===== src/rtl/atmega_io_arbiter.sv =====
// atmega_io_arbiter
//
// Two-master arbiter for the ATmega I/O register bus. Master 0 (CPU core) and
// master 1 (debugger / DMA) share one addr/wr/rd/data bus towards the I/O
// peripherals. Requests are serialised IDLE -> ISSUE -> DONE with round-robin
// fairness on ties, and a lock lets the current owner keep the bus across an
// atomic read-modify-write.
//
// Ports:
//   clk, rst                  clock (rising edge), async active-low reset
//   m*_req/lock/addr/wr/rd/wdat  per-master request side
//   m*_ack, m*_rdat           one-cycle completion pulse and registered read data
//   bus_addr/wr/rd/dat_in     towards the slaves, driven only during ISSUE
//   bus_dat_out               combinational read data from the slaves
//   busy                      high in ISSUE and DONE
//   owner                     master granted last (or currently)
module atmega_io_arbiter #(
  parameter int BUS_ADDR_DATA_LEN = 8,
  parameter int DATA_WIDTH        = 8
) (
  input  logic                         clk,
  input  logic                         rst,
  input  logic                         m0_req,
  input  logic                         m0_lock,
  input  logic [BUS_ADDR_DATA_LEN-1:0] m0_addr,
  input  logic                         m0_wr,
  input  logic                         m0_rd,
  input  logic [DATA_WIDTH-1:0]        m0_wdat,
  output logic                         m0_ack,
  output logic [DATA_WIDTH-1:0]        m0_rdat,
  input  logic                         m1_req,
  input  logic                         m1_lock,
  input  logic [BUS_ADDR_DATA_LEN-1:0] m1_addr,
  input  logic                         m1_wr,
  input  logic                         m1_rd,
  input  logic [DATA_WIDTH-1:0]        m1_wdat,
  output logic                         m1_ack,
  output logic [DATA_WIDTH-1:0]        m1_rdat,
  output logic [BUS_ADDR_DATA_LEN-1:0] bus_addr,
  output logic                         bus_wr,
  output logic                         bus_rd,
  output logic [DATA_WIDTH-1:0]        bus_dat_in,
  input  logic [DATA_WIDTH-1:0]        bus_dat_out,
  output logic                         busy,
  output logic                         owner
);

  typedef enum logic [1:0] {
    IDLE  = 2'd0,
    ISSUE = 2'd1,
    DONE  = 2'd2
  } state_t;

  state_t state, state_next;

  logic                         lock_active;
  logic [BUS_ADDR_DATA_LEN-1:0] lat_addr;
  logic                         lat_wr;
  logic                         lat_rd;
  logic [DATA_WIDTH-1:0]        lat_wdat;

  logic grant_valid;
  logic grant_sel;

  // Grant selection in IDLE. Under lock only the owner is eligible; otherwise
  // a tie goes to the master that did not win last time.
  always_comb begin
    grant_valid = 1'b0;
    grant_sel   = owner;
    if (lock_active) begin
      grant_sel   = owner;
      grant_valid = owner ? m1_req : m0_req;
    end else if (m0_req && m1_req) begin
      grant_sel   = ~owner;
      grant_valid = 1'b1;
    end else if (m0_req) begin
      grant_sel   = 1'b0;
      grant_valid = 1'b1;
    end else if (m1_req) begin
      grant_sel   = 1'b1;
      grant_valid = 1'b1;
    end
  end

  // Next-state logic; ISSUE and DONE each last exactly one clock.
  always_comb begin
    state_next = state;
    case (state)
      IDLE:    if (grant_valid) state_next = ISSUE;
      ISSUE:   state_next = DONE;
      DONE:    state_next = IDLE;
      default: state_next = IDLE;
    endcase
  end

  always_ff @(posedge clk or negedge rst) begin
    if (!rst) state <= IDLE;
    else      state <= state_next;
  end

  // Transaction latch, ownership, lock tracking and registered read data.
  always_ff @(posedge clk or negedge rst) begin
    if (!rst) begin
      owner       <= 1'b1;
      lock_active <= 1'b0;
      lat_addr    <= '0;
      lat_wr      <= 1'b0;
      lat_rd      <= 1'b0;
      lat_wdat    <= '0;
      m0_rdat     <= '0;
      m1_rdat     <= '0;
    end else begin
      case (state)
        IDLE: begin
          if (grant_valid) begin
            owner    <= grant_sel;
            lat_addr <= grant_sel ? m1_addr : m0_addr;
            lat_wr   <= grant_sel ? m1_wr   : m0_wr;
            lat_rd   <= grant_sel ? m1_rd   : m0_rd;
            lat_wdat <= grant_sel ? m1_wdat : m0_wdat;
          end
        end
        ISSUE: begin
          // Writes and null requests return zero so a stale read never leaks.
          if (owner) m1_rdat <= bus_rd ? bus_dat_out : '0;
          else       m0_rdat <= bus_rd ? bus_dat_out : '0;
        end
        DONE: begin
          lock_active <= owner ? m1_lock : m0_lock;
        end
        default: ;
      endcase
    end
  end

  // Bus outputs are gated by ISSUE so no stale address or strobe reaches the
  // slaves; a request with both strobes set is treated as a write only.
  always_comb begin
    bus_wr     = 1'b0;
    bus_rd     = 1'b0;
    bus_addr   = '0;
    bus_dat_in = '0;
    if (state == ISSUE) begin
      bus_wr     = lat_wr;
      bus_rd     = lat_rd & ~lat_wr;
      bus_addr   = lat_addr;
      bus_dat_in = lat_wdat;
    end
  end

  assign busy   = (state != IDLE);
  assign m0_ack = (state == DONE) && !owner;
  assign m1_ack = (state == DONE) &&  owner;

endmodule


===== config.mk =====
export PLATFORM = sky130hd
export DESIGN_NAME = atmega_io_arbiter
export DESIGN_NICKNAME = d
export VERILOG_FILES = /design/src/rtl/atmega_io_arbiter.sv
export SDC_FILE = /design/constraint.sdc
export NUM_CORES = 1
export LEC_CHECK = 0
export BUFFER_PORTS_ARGS = -buffer_cell sky130_fd_sc_hd__buf_2
export CAP_MARGIN = 20
export CORE_UTILIZATION = 35
export DETAILED_ROUTE_END_ITERATION = 12
export PLACE_DENSITY = 0.64
export SYNTH_ARGS = -nofsm -noshare
export SYNTH_HDL_FRONTEND = slang
export SYNTH_SLANG_ARGS = --single-unit

===== constraint.sdc =====
create_clock -name clk -period 1.6 [get_ports clk]
set_input_delay 0.16 -clock clk [delete_from_list [all_inputs] [get_ports clk]]
set_output_delay 0.16 -clock clk [all_outputs]
set_load 0.005 [all_outputs]

==> impl_metrics.env, run 1 <==
export IMPL_boundaryPins=88
export IMPL_timing_critical_path_slowest_cell_delay_ns=0.39
export IMPL_critPathBufInv=1
export IMPL_viasPerCell=4.45
export IMPL_cpLargestDelayFamily="simple AND/OR/NAND/NOR gates"
export IMPL_worstSetupEndpointType="output pin"
export IMPL_yosys_top_cells_count="sky130_fd_sc_hd__dfrtp_1, sky130_fd_sc_hd__nand2_1, sky130_fd_sc_hd__nor2_1, sky130_fd_sc_hd__mux2i_1"
export IMPL_synth_top_family_by_area="simple AND/OR/NAND/NOR gates"
export IMPL_post_cts_setup_buffers=0
export IMPL_synth_simple_area_share_pct=18.1
export IMPL_yosys_most_used_dff="sky130_fd_sc_hd__dfrtp_1"
export IMPL_routabilityCongestion=0.679
export IMPL_grt_first_pass_wirelength_um=6100
export IMPL_dr_first_iter_drc_count=24
export IMPL_core_ar_sq_um=4850
export IMPL_seq_area_frac_synth_pct=52.6
export IMPL_detail_route_drc_violations=0
export IMPL_synth_compound_area_share_pct=14.0
export IMPL_dieHeight_um=73.9
export IMPL_result_of_the_run="finished clean"
export IMPL_final_net_count=321
export IMPL_die_area_sq_um=5460
export IMPL_hpwl_um=2810
export IMPL_insertedDiodeCount=0
export IMPL_drive_above_1_share_pct=42.1
export IMPL_synth_fa_ha_area_share_pct=0
export IMPL_die_w_um=73.9
export IMPL_drt_wl_total_um=3730
export IMPL_cts_buffer_depth=2
export IMPL_max_slew_margin_rel_pct=70.6
export IMPL_post_synth_cell_area_avg_sq_um=10.0
export IMPL_timing_setup_critical_path_class="register to output pin"
export IMPL_place_port_buffers=87
export IMPL_grt_total_usage_pct=14.8
export IMPL_unrepaired_setup_endpoints_after_global_routing="yes"
export IMPL_final_count_of_pins_violating_max_slew=0
export IMPL_synth_async_sr_flop_share_pct=100
export IMPL_stdcell_count=338
export IMPL_layout_min_cycle_time_ns=1.50
export IMPL_num_vias=1505
export IMPL_clk_pin_slew_worst_paths_ns=0.07
export IMPL_post_synth_edffs=0
export IMPL_dpl_worst_slack_ns=0.107
export IMPL_yosys_register_bits=38
export IMPL_synth_top_cells_by_area="sky130_fd_sc_hd__dfrtp_1, sky130_fd_sc_hd__mux2i_1, sky130_fd_sc_hd__and2_1, sky130_fd_sc_hd__nand2_1, sky130_fd_sc_hd__a21oi_2"
export IMPL_crit_path_setup_slack_layout_ns=0.102
export IMPL_worst_endpoint_arrival_ns=1.34
export IMPL_static_leakage_power_uw=0.00124
export IMPL_cts_max_level=2
export IMPL_number_of_clock_buffers_inserted_by_tritoncts=5
export IMPL_overflow=0
export IMPL_clock_sink_count=38
export IMPL_worst_hold_path_type="primary input to register"
export IMPL_routed_wire_length_per_instance_um=11.0
export IMPL_final_setup_viol_count=0
export IMPL_synth_xor_xnor_area_share_pct=0
export IMPL_timing_final_hold_violations=0
export IMPL_root_buffer="sky130_fd_sc_hd__clkbuf_8"
export IMPL_initial_utilization_pct=37.3
export IMPL_cell_with_the_most_instances_after_synthesis="sky130_fd_sc_hd__dfrtp_1"
export IMPL_fmaxAchievable_ghz=0.668
export IMPL_period_share_pct=93.6
export IMPL_fin_worst_skew_ns=0.00229
export IMPL_irDropWorstVdd_mv=0.786
export IMPL_cap_violations=0
export IMPL_critPathSlowestCell="sky130_fd_sc_hd__dfrtp_1"
export IMPL_later_pin_clock_latency_in_the_skew_report_ns=0.28
export IMPL_tns_ns=0
export IMPL_drt_pass1_iterations=6
export IMPL_fillerInstances=483
export IMPL_timing_critical_path_fanout_max=9
export IMPL_area_growth_synth_to_final_pct=33.8
export IMPL_worstSetupStartpointType="register"
export IMPL_pwr_density_cell_nw_per_um2=1780
export IMPL_critical_path_cell_chain="nor2b_1, and3b_2, buf_2"
export IMPL_tritoncts_clock_tree="done"
export IMPL_grt_max_degree=38
export IMPL_grt_antenna_before_repair=0
export IMPL_dpl_cell_count=330
export IMPL_post_synth_num_cell_types=20
export IMPL_post_route_util_pct=49.9
export IMPL_final_antenna_net_count=0
export IMPL_fin_total_pwr_uw=4320
export IMPL_critPathRequiredTime_ns=1.44
export IMPL_total_standard_cell_area_after_synthesis_sq_um=1810
export IMPL_row_count=25
export IMPL_number_of_global_route_vias_before_repair=1386
export IMPL_least_margin_pin_slew_ns=0.440
export IMPL_yosys_warnings=0
export IMPL_synthDominantCellAreaShare_pct=51.2
export IMPL_synthDominantAreaCellType="sky130_fd_sc_hd__dfrtp_1"
export IMPL_yosys_mux_area_fraction_pct=11.1
export IMPL_synth_net_count=231
export IMPL_number_of_instances_in_the_synthesized_netlist=181
## final timing paths
| kind | startpoint | endpoint | slack, ns | depth (start not counted) |
|---|---|---|---|---|
| max | state[1] | bus_rd | 0.10 | 3 |
| min | m0_req | register | 0.07 | 2 |
| max reg2reg | register | lat_addr[7] | 0.11 | 5 |
| min reg2reg | m0_rdat[5] | m0_rdat[5] | 0.47 | 2 |
| max in group asynchronous | rst | m1_rdat[5] | 0.63 | 3 |
| min in group asynchronous | rst | lock_active | 0.36 | 2 |
## report_power, final
part | internal [uW] | switching, uW | leakage, uW
sequential | 1380 | 211 | 0.000467
combinational | 1020 | 1110 | 0.000739
clock | 300 | 298 | 0.0000383
total | 2700 | 1610 | 0.00124
## flip-flops by register name, indices dropped and copies added, names as in the netlist, named ones only
register,count
lat_wdat,8
lat_addr,8
lat_rd,1
lat_wr,1
lock_active,1
m1_rdat,8
state,2
m0_rdat,8
## cell usage in the layout, fill, tap and decap left out
| master | count |
|---|---|
| sky130_fd_sc_hd__nor2_1 | 22 |
| sky130_fd_sc_hd__clkbuf_8 | 5 |
| sky130_fd_sc_hd__dfrtp_1 | 37 |
| sky130_fd_sc_hd__dfstp_2 | 1 |
| sky130_fd_sc_hd__a211oi_4 | 1 |
| sky130_fd_sc_hd__a31oi_1 | 1 |
| sky130_fd_sc_hd__and3b_2 | 1 |
| sky130_fd_sc_hd__o22ai_2 | 1 |
| sky130_fd_sc_hd__and2_1 | 17 |
| sky130_fd_sc_hd__mux2i_1 | 20 |
| sky130_fd_sc_hd__nor2b_1 | 2 |
| sky130_fd_sc_hd__o21ai_0 | 17 |
| sky130_fd_sc_hd__buf_4 | 4 |
| sky130_fd_sc_hd__dlygate4sd3_1 | 1 |
| sky130_fd_sc_hd__buf_12 | 2 |
| sky130_fd_sc_hd__a21oi_2 | 11 |
| sky130_fd_sc_hd__or2_2 | 1 |
| sky130_fd_sc_hd__inv_1 | 1 |
| sky130_fd_sc_hd__buf_2 | 87 |
| sky130_fd_sc_hd__nand2_1 | 28 |
| sky130_fd_sc_hd__nand2b_1 | 1 |
| sky130_fd_sc_hd__a21oi_1 | 8 |
| sky130_fd_sc_hd__clkbuf_1 | 2 |
## cells by family (layout without fill, tap and decap cells)
kind of cell           Yosys count  after routing
buffers and inverters           12            102
and+or+nand+nor                 72             72
AOI/OAI and AO/OA               39             39
muxes                           20             20
DFF                             38             38
## layout make-up
cell class	count	area, sq um	area share, %
multi-input cells	131	790	32.6
well taps	67	83.8	3.46
clock buffers	7	76.3	3.15
inverters	1	3.75	0.155
repair buffers	94	515	21.3
flip-flops and latches	38	952	39.3
## worst reg2reg max path, delay by kind of cell, from the launching register on
family / cells / cell delay, ns
and+or+nand+nor: 1 / 0.07
buffers and inverters: 1 / 0.20
DFF: 1 / 0.58
muxes: 1 / 0.26
AOI/OAI and AO/OA: 2 / 0.26
## metal layers
| metal | wire [um] | vias up | track usage (%) |
|---|---|---|---|
| li1 | - | 778 | - |
| met1 | 1760 | 661 | 19.5 |
| met2 | 1650 | 61 | 22.6 |
| met3 | 295 | 5 | 5.21 |
| met4 | 29 | 0 | 4.49 |
| met5 | 0 | - | 0 |
## per-stage QoR
step	hold WS, ns	instance area (sq um)
floorplan	-0.136	1820
global placement	0.139	2330
detailed placement	0.136	2330
CTS	0.0501	2420
global route	0.0667	2420
finish	0.0654	2420
## repair_timing
| action | CTS | global route |
|---|---|---|
| endpoints found under the setup margin | 1 | 4 |
| hold buffers | 1 | 0 |
| endpoints found under the hold margin | 18 | 0 |
| gates resized for setup | 1 | 0 |
No activity file was read; power rests on OpenSTA's default activity.
==> inputs of run 2 (changes only) <==
PLACE_DENSITY = 0.62   (was 0.64)
clock period = 1.4 ns   (was 1.6 ns; I/O delays follow)
==> run 2 against run 1 <==
The flow now finishes with violations (setup timing). Routed wire length grew 11%. Highest routed layer unchanged. Final cell count grew 3.3%. Total power grew 42%. Combinational power grew 60%. Critical path depth grew 2. Via count grew 3.5%. Register-to-register slack lost 0.18 ns. Largest power group unchanged. Critical endpoint is now lat_addr[7]. Worst hold slack lost 0.0056 ns. Sequential share of layout area shrank 5.2 points.
==> impl_metrics.env, run 2 (synthesized netlist as in run 1, its figures left out) <==
export IMPL_result_of_the_run="complete, but fails checks"
export IMPL_crit_path_setup_slack_layout_ns=-0.0729
export IMPL_grt_total_usage_pct=15.7
export IMPL_max_slew_margin_rel_pct=69.5
export IMPL_cts_max_level=2
export IMPL_irDropWorstVdd_mv=0.935
export IMPL_dieHeight_um=73.9
export IMPL_number_of_clock_buffers_inserted_by_tritoncts=5
export IMPL_final_setup_viol_count=34
export IMPL_worst_endpoint_arrival_ns=1.65
export IMPL_viasPerCell=4.46
export IMPL_timing_final_hold_violations=0
export IMPL_detail_route_drc_violations=0
export IMPL_later_pin_clock_latency_in_the_skew_report_ns=0.29
export IMPL_num_vias=1557
export IMPL_multiInputGateArea_sq_um=890
export IMPL_static_leakage_power_uw=0.00137
export IMPL_final_net_count=331
export IMPL_violated_checks="setup timing"
export IMPL_final_count_of_pins_violating_max_slew=0
export IMPL_dpl_cell_count=334
export IMPL_initial_utilization_pct=37.3
export IMPL_unrepaired_setup_endpoints_after_global_routing="yes"
export IMPL_worstSetupEndpointType="register"
export IMPL_wirelength_met1_um=1790
export IMPL_worst_hold_path_type="primary input to register"
export IMPL_grt_antenna_before_repair=0
export IMPL_row_count=25
export IMPL_insertedDiodeCount=0
export IMPL_drive_above_1_share_pct=55.3
export IMPL_boundaryPins=88
export IMPL_layout_min_cycle_time_ns=1.47
export IMPL_pwr_density_cell_nw_per_um2=2200
export IMPL_overflow=0
export IMPL_area_sequential_sq_um=953
export IMPL_fin_worst_skew_ns=0.00737
export IMPL_most_common_cell_after_layout_fill_and_taps_aside="sky130_fd_sc_hd__buf_2"
export IMPL_top_layer_used="met4"
export IMPL_die_area_sq_um=5460
export IMPL_layout_common_cells="sky130_fd_sc_hd__buf_2, sky130_fd_sc_hd__dfrtp_1, sky130_fd_sc_hd__nand2_1, sky130_fd_sc_hd__buf_6, sky130_fd_sc_hd__nor2_1"
export IMPL_worstSetupStartpointType="register"
export IMPL_cap_violations=0
export IMPL_root_buffer="sky130_fd_sc_hd__clkbuf_8"
export IMPL_clk_pin_slew_worst_paths_ns=0.07
export IMPL_r2r_slack_ns=-0.07
export IMPL_drt_pass1_iterations=4
export IMPL_met3RoutedLength_um=331
export IMPL_grt_max_degree=38
export IMPL_cts_buffer_depth=2
export IMPL_clock_sink_count=38
export IMPL_route_met2_wl_um=1990
export IMPL_drt_wl_total_um=4160
export IMPL_die_w_um=73.9
export IMPL_critPathRequiredTime_ns=1.58
export IMPL_timing_setup_critical_path_class="register to register"
export IMPL_place_port_buffers=87
export IMPL_routabilityCongestion=0.689
export IMPL_timing_critical_path_fanout_max=18
export IMPL_number_of_global_route_vias_before_repair=1480
export IMPL_core_ar_sq_um=4850
export IMPL_fillerInstances=428
export IMPL_stdcell_count=349
export IMPL_dr_first_iter_drc_count=28
export IMPL_dpl_worst_slack_ns=-0.101
export IMPL_least_margin_pin_slew_ns=0.458
export IMPL_period_share_pct=105
export IMPL_final_antenna_net_count=0
export IMPL_hpwl_um=2810
export IMPL_routed_wire_length_per_instance_um=11.9
export IMPL_fmaxAchievable_ghz=0.679
export IMPL_grt_first_pass_wirelength_um=6510
export IMPL_tritoncts_clock_tree="done"
export IMPL_area_growth_synth_to_final_pct=54.4
[run 2: changes by cell type in the layout (fill, tap and decap cells not counted), moves of 3 or more]
cell	previous run	this run
sky130_fd_sc_hd__and2_1	17	0
sky130_fd_sc_hd__and2_4	0	17
sky130_fd_sc_hd__buf_2	87	69
sky130_fd_sc_hd__buf_6	0	24
sky130_fd_sc_hd__clkbuf_8	5	8
sky130_fd_sc_hd__mux2i_1	20	15
sky130_fd_sc_hd__mux2i_2	0	5
sky130_fd_sc_hd__o21ai_0	17	4
sky130_fd_sc_hd__o21ai_1	0	12
[run 2: layout make-up]
type	count	area share (%)
timing repair buffer	104	26.9
clock buffer	8	3.94
tap	67	3.00
sequential	38	34.1
inverter	1	0.224
multi-input combinational	131	31.8
[run 2: what timing repair did]
item,4_1_cts,5_1_grt
hold endpoints to repair,16,0
pin swaps,4,19
setup buffers,2,4
setup endpoints to repair,54,54
hold buffers,1,0
resized for setup,17,57
cloned,1,0
[run 2: path summary, 6_finish.rpt]
check,start,to,depth (start not counted)
max,register,lat_addr[7],5
min,m0_req,register,2
max reg2reg,register,lat_addr[7],5
min reg2reg,m0_rdat[1],m0_rdat[1],2
max in group asynchronous,rst,m0_rdat[2],3
min in group asynchronous,rst,lat_addr[6],2
[run 2: per-layer routing]
layer / vias to the layer above / track usage (%)
met3: 6 / 5.35
met1: 685 / 18.3
li1: 804 / -
met5: - / 0
met4: 0 / 4.49
met2: 62 / 27.3
[run 2: worst max-delay path: stages (launching register included)]
cell,delay (ns)
sky130_fd_sc_hd__dfstp_2,0.57
sky130_fd_sc_hd__nand2_2,0.08
sky130_fd_sc_hd__o22ai_4,0.18
sky130_fd_sc_hd__buf_12,0.21
sky130_fd_sc_hd__mux2i_2,0.24
sky130_fd_sc_hd__a21oi_2,0.07
[run 2: through the flow]
| step | hold slack, ns | total power, uW | cell area, sq um | TNS (ns) | utilization [%] |
|---|---|---|---|---|---|
| 2_1_floorplan | -0.156 | 3540 | 1820 | -2.91 | - |
| 3_3_place_gp | 0.114 | 4420 | 2400 | -0.642 | 49.5 |
| 3_5_place_dp | 0.108 | 4450 | 2400 | -1.60 | 49.5 |
| 4_1_cts | 0.0445 | 5560 | 2590 | -1.75 | 53.5 |
| 5_1_grt | 0.0727 | 6610 | 2790 | -3.93 | 57.6 |
| 6_report | 0.0597 | 6130 | 2790 | -1.72 | 57.6 |
[run 2: where the power goes]
part | switching [uW] | internal (uW) | total, uW
sequential | 278 | 1580 | 1860
combinational | 1500 | 1910 | 3410
clock | 368 | 497 | 865
total | 2150 | 3990 | 6130
==> inputs of run 3 (changes only) <==
clock period = 1.6 ns   (was 1.4 ns; I/O delays follow)
==> run 3 against run 2 <==
The run now ends clean. Critical path type unchanged. Clock power decreased by 29%. First-iteration DRC count increased by 68%. Clock skew decreased by 0.0025 ns. Critical path depth unchanged.
==> impl_metrics.env, run 3 (synthesized netlist as in run 1, its figures left out) <==
export IMPL_result_of_the_run="finished clean"
export IMPL_root_buffer="sky130_fd_sc_hd__clkbuf_8"
export IMPL_timing_final_hold_violations=0
export IMPL_final_count_of_pins_violating_max_slew=0
export IMPL_grt_antenna_before_repair=0
export IMPL_fmaxAchievable_ghz=0.666
export IMPL_r2r_slack_ns=0.1
export IMPL_timing_setup_critical_path_class="register to register"
export IMPL_num_vias=1505
export IMPL_reg2regPathDepth=5
export IMPL_row_count=25
export IMPL_tritoncts_clock_tree="done"
export IMPL_grt_max_degree=38
export IMPL_tns_ns=0
export IMPL_timing_critical_path_fanout_max=18
export IMPL_boundaryPins=88
export IMPL_critical_path_cell_chain="nand2_1, o22ai_2, buf_12, mux2i_1, a21oi_2"
export IMPL_worst_endpoint_arrival_ns=1.67
export IMPL_final_antenna_net_count=0
export IMPL_grt_first_pass_wirelength_um=6350
export IMPL_area_growth_synth_to_final_pct=34.6
export IMPL_critPathBufInv=1
export IMPL_final_setup_viol_count=0
export IMPL_insertedDiodeCount=0
export IMPL_initial_utilization_pct=37.3
export IMPL_cts_buffer_depth=2
export IMPL_grt_total_usage_pct=15.7
export IMPL_max_slew_margin_rel_pct=70.3
export IMPL_hpwl_um=2760
export IMPL_number_of_global_route_vias_before_repair=1415
export IMPL_routabilityCongestion=0.679
export IMPL_final_net_count=321
export IMPL_die_area_sq_um=5460
export IMPL_clk_pin_slew_worst_paths_ns=0.07
export IMPL_core_ar_sq_um=4850
export IMPL_dr_first_iter_drc_count=47
export IMPL_drive_above_1_share_pct=42.3
export IMPL_routed_wire_length_per_instance_um=11.3
export IMPL_viasPerCell=4.44
export IMPL_most_common_cell_after_layout_fill_and_taps_aside="sky130_fd_sc_hd__buf_2"
export IMPL_number_of_clock_buffers_inserted_by_tritoncts=5
export IMPL_period_share_pct=93.9
export IMPL_critPathRequiredTime_ns=1.77
export IMPL_worstSetupEndpointType="register"
export IMPL_least_margin_pin_slew_ns=0.444
export IMPL_drt_pass1_iterations=4
export IMPL_clock_sink_count=38
export IMPL_fin_worst_skew_ns=0.00485
export IMPL_cpLargestDelayFamily="flip-flops"
export IMPL_cap_violations=0
export IMPL_dieHeight_um=73.9
export IMPL_later_pin_clock_latency_in_the_skew_report_ns=0.28
export IMPL_unrepaired_setup_endpoints_after_global_routing="no"
export IMPL_hold_path_startpoint="m0_req"
export IMPL_detail_route_drc_violations=0
export IMPL_worst_hold_path_type="primary input to register"
export IMPL_drt_wl_total_um=3820
export IMPL_cts_max_level=2
export IMPL_layout_min_cycle_time_ns=1.50
export IMPL_timing_critical_path_slowest_cell_delay_ns=0.58
export IMPL_pwr_density_cell_nw_per_um2=1790
export IMPL_post_route_util_pct=50.2
export IMPL_die_w_um=73.9
export IMPL_overflow=0
export IMPL_min_path_cells=2
export IMPL_place_port_buffers=87
export IMPL_worstSetupStartpointType="register"
export IMPL_critPathSlowestCell="sky130_fd_sc_hd__dfstp_2"
export IMPL_layout_common_cells="sky130_fd_sc_hd__buf_2, sky130_fd_sc_hd__dfrtp_1, sky130_fd_sc_hd__nand2_1, sky130_fd_sc_hd__nor2_1, sky130_fd_sc_hd__mux2i_1"
export IMPL_static_leakage_power_uw=0.00125
export IMPL_irDropWorstVdd_mv=0.832
export IMPL_rr_endpoint="lat_addr[2]"
run 3: cell count changes in the layout (fill, tap and decap cells not counted), moves of 12 or more:
cell / previous run / this run
sky130_fd_sc_hd__buf_2: 69 / 87
sky130_fd_sc_hd__o21ai_1: 12 / 0
sky130_fd_sc_hd__buf_6: 24 / 1
sky130_fd_sc_hd__and2_1: 0 / 17
sky130_fd_sc_hd__and2_4: 17 / 0
sky130_fd_sc_hd__o21ai_0: 4 / 17
run 3: power by group:
group	switching, uW	leakage (uW)	internal (uW)
Combinational	1110	0.000744	1030
Sequential	226	0.000467	1380
Clock	306	0.0000395	309
run 3: timing repair:
action                                 in CTS  in global routing
buffers inserted                            1                  0
hold buffers                                1                  0
pin swaps                                   1                  0
gates resized for setup                     3                  1
endpoints found under the hold margin      18                  0
setup endpoints to repair                  18                  6
run 3: cell type report:
class | instances | area, sq um
well taps | 67 | 83.8
clock buffers | 8 | 80.1
fillers | 480 | 2410
repair buffers | 94 | 519
flip-flops and latches | 38 | 952
multi-input cells | 131 | 797
inverters | 1 | 3.75
run 3: through the flow:
step | total power [uW] | setup slack (ns) | hold WS (ns) | cells | cell area, sq um
5_1_grt | 4780 | 0.0119 | 0.0524 | 339 | 2440
6_report | 4360 | 0.0982 | 0.0654 | 339 | 2440
2_1_floorplan | 3080 | 0.00839 | -0.136 | 181 | 1820
4_1_cts | 4430 | 0.0602 | 0.0506 | 339 | 2430
3_5_place_dp | 3770 | 0.104 | 0.129 | 329 | 2330
3_3_place_gp | 3740 | 0.149 | 0.141 | 329 | 2330
run 3: worst max-delay path by stage:
stage / start / endpoint / slack, ns / cells past startpoint
after floorplan: register / lat_addr[2] / 0.008 / 7
after global placement: register / lat_addr[1] / 0.15 / 5
after detailed placement: register / lat_addr[2] / 0.10 / 5
after CTS: state[1] / bus_addr[7] / 0.06 / 4
after global routing: register / lat_addr[0] / 0.01 / 5
final: register / lat_addr[2] / 0.1 / 5
run 3: per-layer routing:
metal	global-route usage (%)	up-vias	routed length (um)
met1	20.9	656	1850
met4	5.77	0	35
met3	4.80	5	277
met5	0	-	0
li1	-	782	-
met2	24.0	62	1660
